## config.mk

```make
export PLATFORM = sky130hd
export DESIGN_NAME = div_detect
export DESIGN_NICKNAME = d
export VERILOG_FILES = /design/src/rtl/div_detect.sv
export SDC_FILE = /design/constraint.sdc
export NUM_CORES = 1
export LEC_CHECK = 0
export ABC_AREA = 1
export CORE_ASPECT_RATIO = 0.5
export CORE_MARGIN = 3
export CORE_UTILIZATION = 32
export DETAILED_ROUTE_END_ITERATION = 10
export PLACE_DENSITY = 0.55
export SKIP_LAST_GASP = 1
export SLEW_MARGIN = 0
export SYNTH_ARGS = -nofsm -noshare
export SYNTH_HDL_FRONTEND = slang
export SYNTH_SLANG_ARGS = --single-unit
```

## constraint.sdc

```tcl
create_clock -name clk -period 3.4 [get_ports clk]
set_clock_uncertainty 0.05 [all_clocks]
set_input_delay 0.51 -clock clk [delete_from_list [all_inputs] [get_ports clk]]
set_output_delay 0.51 -clock clk [all_outputs]
set_load 0.02 [all_outputs]
```

## src/rtl/div_detect.sv

```systemverilog
// Measures the half-period of an asynchronous divided clock in clk cycles (div_out = cycles - 1).
// Optional lock detector compiled in with `define DIV_DETECT_LOCK_EN; otherwise locked is tied low.
module div_detect #(
    parameter int SYNC_STAGES = 2
) (
    input  logic        clk,
    input  logic        rst,
    input  logic        en,
    input  logic        clkd_in,
    output logic [10:0] div_out,
    output logic        valid,
    output logic        timeout,
    output logic        busy,
    output logic        locked
);
    localparam logic [10:0] CNT_MAX = 11'h7ff;

    typedef enum logic [1:0] {IDLE, ARM, MEAS} state_t;

    state_t                 state;
    logic [SYNC_STAGES-1:0] sync_q;
    logic                   dly_q;
    logic [1:0]             edge_pipe;
    logic [10:0]            cnt;
    logic                   edg;
    logic                   meas_upd;
    logic                   meas_tmo;

    // Two edge flops after the detector put valid SYNC_STAGES+2 cycles behind the sampling edge.
    assign edg      = edge_pipe[1];
    assign meas_upd = en && (state == MEAS) && edg;
    assign meas_tmo = en && (state == MEAS) && !edg && (cnt == CNT_MAX);

    always_ff @(posedge clk or posedge rst) begin
        if (rst) begin
            sync_q    <= '0;
            dly_q     <= 1'b0;
            edge_pipe <= '0;
        end else begin
            sync_q    <= {sync_q[SYNC_STAGES-2:0], clkd_in};
            dly_q     <= sync_q[SYNC_STAGES-1];
            edge_pipe <= {edge_pipe[0], sync_q[SYNC_STAGES-1] ^ dly_q};
        end
    end

    always_ff @(posedge clk or posedge rst) begin
        if (rst) begin
            state   <= IDLE;
            cnt     <= '0;
            div_out <= '0;
            valid   <= 1'b0;
            timeout <= 1'b0;
            busy    <= 1'b0;
        end else begin
            valid <= 1'b0;
            if (!en) begin
                state   <= IDLE;
                cnt     <= '0;
                timeout <= 1'b0;
                busy    <= 1'b0;
            end else begin
                busy <= 1'b1;
                case (state)
                    IDLE: begin
                        state <= ARM;
                        cnt   <= '0;
                    end
                    ARM: begin
                        cnt <= '0;
                        if (edg) state <= MEAS;
                    end
                    MEAS: begin
                        // An edge on the terminal count still wins over the timeout.
                        if (meas_upd) begin
                            div_out <= cnt;
                            valid   <= 1'b1;
                            cnt     <= '0;
                        end else if (meas_tmo) begin
                            timeout <= 1'b1;
                            state   <= ARM;
                            cnt     <= '0;
                        end else begin
                            cnt <= cnt + 11'd1;
                        end
                    end
                    default: begin
                        state <= IDLE;
                        cnt   <= '0;
                    end
                endcase
            end
        end
    end

`ifdef DIV_DETECT_LOCK_EN
    logic [1:0] match_cnt;
    logic [1:0] match_nxt;

    // div_out still holds the previous measurement when the new one is compared.
    always_comb begin
        match_nxt = 2'd0;
        if (cnt == div_out) match_nxt = (match_cnt == 2'd3) ? 2'd3 : match_cnt + 2'd1;
    end

    always_ff @(posedge clk or posedge rst) begin
        if (rst) begin
            match_cnt <= 2'd0;
            locked    <= 1'b0;
        end else if (!en || meas_tmo) begin
            match_cnt <= 2'd0;
            locked    <= 1'b0;
        end else if (meas_upd) begin
            match_cnt <= match_nxt;
            locked    <= (match_nxt == 2'd3);
        end
    end
`else
    assign locked = 1'b0;
`endif

endmodule

```

==> impl_metrics.tcl <==
set metrics [dict create \
    syn-cell-area_um2 1390 \
    antennaDiodeCount 0 \
    initial_core_util 0.345 \
    ctsHtreeMaxLevel 2 \
    r2r_start "state[0]$_DFFE_PP0P_" \
    ios 19 \
    path_buf_inv 1 \
    wl_per_cell_um 11.2 \
    worstHoldStart "edge_pipe[0]$_DFF_PP0_" \
    clkSinkCount 32 \
    drc 0 \
    port_buffers 17 \
    track_usage 0.109 \
    setup_viol 0 \
    rr_worst_depth 7 \
    slowest_delay_ns 0.61 \
    crit_fanout 2 \
    cts_tree "yes" \
    dp_hpwl_um 1750 \
    routed_wl_um 2480 \
    syn_nets 150 \
    whs_ns 0.298 \
    place_inst 214 \
    synth_mux_area_frac 0 \
    clockBufferDepth 2 \
    slew_violations 0 \
    peakVddDrop_uv 145 \
    die_w_um 99.3 \
    yosysWarnings 0 \
    timing.setup.tns_ns 0 \
    max_cap_viol_count 0 \
    grt_overflow_total 0 \
    holdBufCountCts 0 \
    die_y_um 52.7 \
    worst_ep_arrival_time_ns 1.27 \
    synth_compound_area_frac 0.0781 \
    cpMaxStageDelayCell "clkdlybuf4s50_1" \
    worst_ep_required_time_ns 2.84 \
    grt_setup_unrepaired "no" \
    regToRegEndpoint "div_out[1]$_DFFE_PP0P_" \
    ys_ff_latch 32 \
    ant_nets 0 \
    rows 16 \
    synth_fa_ha_area_frac 0.00898 \
    synth_xor_xnor_area_share 0.0251 \
    post_cts_buffers 0 \
    p_per_area_nw_per_um2 431 \
    cts-resized-gates 0 \
    fp.coreArea_um2 4040 \
    holdPathEnd "edge_pipe[1]$_DFF_PP0_" \
    finalHoldViolations 0 \
    clock-root-buffer "clkbuf_8" \
    yosys.area_share.simple 0.232 \
    min_period_ns 1.83 \
    clk_latency_ns 0.28 \
    total_power_mw 0.733 \
    syn_inst 145 \
    drt_iter0_drc 43 \
    dieArea_um2 5230 \
    fin_cells 222 \
    status "finished clean" \
    vias_per_cell 4.28 \
    worstPathCellList "clkdlybuf4s50_1" \
    leakage_nw 0.757 \
    avgSynthCellArea_um2 9.61 \
    crit_family "buffers and inverters" \
    vias 950 \
    nets 172 \
    clk_pin_slew_worst_paths_ns 0.07 \
    synth_top_family_by_area "simple AND/OR/NAND/NOR gates" \
    place_worst_setup_slack_ns 1.35 \
    antenna_found_initial 0 \
    yosysUniqueCellTypes 22 \
    fmax_mhz 548 \
    start_kind "register" \
    setup_ws_ns 1.57 \
    cts_buffers 5 \
    hold_depth 0 \
    ys_seq_area_frac 0.575 \
    final.period_utilization 0.537 \
    final_common_cell "nand2_1" \
    mostFrequentLayoutCells "nand2_1, dfrtp_1, inv_1" \
    drive_gt1_frac 0.190 \
    grt_max_degree 33 \
    area_growth_pct 22.1 \
    firstDrtPassIters 4 \
    hp-class "reg -> reg" \
    grt_pass1_vias 920 \
    r2r_slack_ns 2.02 \
    end_kind "output pin" \
    gp_congestion 0.783 \
    path_class "reg -> out" \
    grt_pass1_wl_um 4240 \
]
-- metal layers --
| metal | vias to the layer above | GRT usage | part of all wire |
|---|---|---|---|
| li1 | 487 | - | - |
| met1 | 435 | 0.145 | 0.53 |
| met2 | 21 | 0.154 | 0.40 |
| met3 | 7 | 0.0345 | 0.049 |
| met4 | 0 | 0.0680 | 0.025 |
| met5 | - | 0 | 0 |
-- sequential cells by signal, summed over array words and instances, names as in the netlist --
register	flops
edge_pipe	2
valid	1
cnt	11
sync_q	2
div_out	11
timeout	1
busy	1
dly_q	1
state	2
-- cell usage after synthesis --
library cell   n  area share
nand2_1       33       0.089
buf_4          1      0.0054
nand2_2        4       0.018
nor3_1         2      0.0072
buf_6          2       0.016
nand4_1        1      0.0045
o21ai_0        1      0.0036
inv_2          2      0.0054
nand3_1        6       0.022
dfrtp_1       32        0.57
o21ai_1        1      0.0036
conb_1         1      0.0027
nor2_1        14       0.038
o21ai_2        9       0.057
xor2_1         4       0.025
nor2_4         2       0.016
nand2_4        1      0.0081
ha_1           1      0.0090
nand3_2        3       0.022
inv_1         19       0.051
a21oi_1        4       0.014
nor2_2         2      0.0090
-- per-stage QoR --
stage	instance area [um^2]	utilization
after floorplan	1390	-
after global placement	1610	0.398
after detailed placement	1610	0.398
after CTS	1700	0.421
after global routing	1700	0.421
final	1700	0.421
-- report_power, final --
group,total (mW),switching (mW),internal [mW],leakage (nW)
logic,0.0339,0.0224,0.0115,0.275
clock network,0.303,0.142,0.161,0.0510
registers,0.397,0.00676,0.390,0.431
total,0.733,0.171,0.563,0.757
-- final cells by class --
class                           count  area [um^2]
Multi-Input combinational cell     89          484
Clock inverter                      2         10.0
Tap cell                           54         67.6
Inverter                           21         78.8
Timing Repair Buffer               18          178
Fill cell                         408         2340
Clock buffer                        6         82.6
Sequential cell                    32          801
-- how the worst max path moves through the flow --
| stage | startpoint | to | slack [ns] | cells past startpoint |
|---|---|---|---|---|
| after CTS | div_out[5]$_DFFE_PP0P_ | div_out[5] | 1.56 | 1 |
| after detailed placement | en | div_out[3]$_DFFE_PP0P_ | 1.35 | 6 |
| final | div_out[5]$_DFFE_PP0P_ | div_out[5] | 1.57 | 1 |
| after global placement | en | div_out[2]$_DFFE_PP0P_ | 1.39 | 7 |
| after global routing | en | div_out[1]$_DFFE_PP0P_ | 1.52 | 7 |
| after floorplan | rst | busy$_DFF_PP0_ | 2.15 | 1 |
-- cells by family (layout without fill, tap and decap cells) --
kind of cell | Yosys count | after routing
flops | 32 | 32
fa+ha+maj | 1 | 1
compound gates | 15 | 15
buf+inv | 24 | 47
simple gates | 68 | 68
xor+xnor | 4 | 4
other cells | 1 | 1
Power figures use the tool's default switching activity.
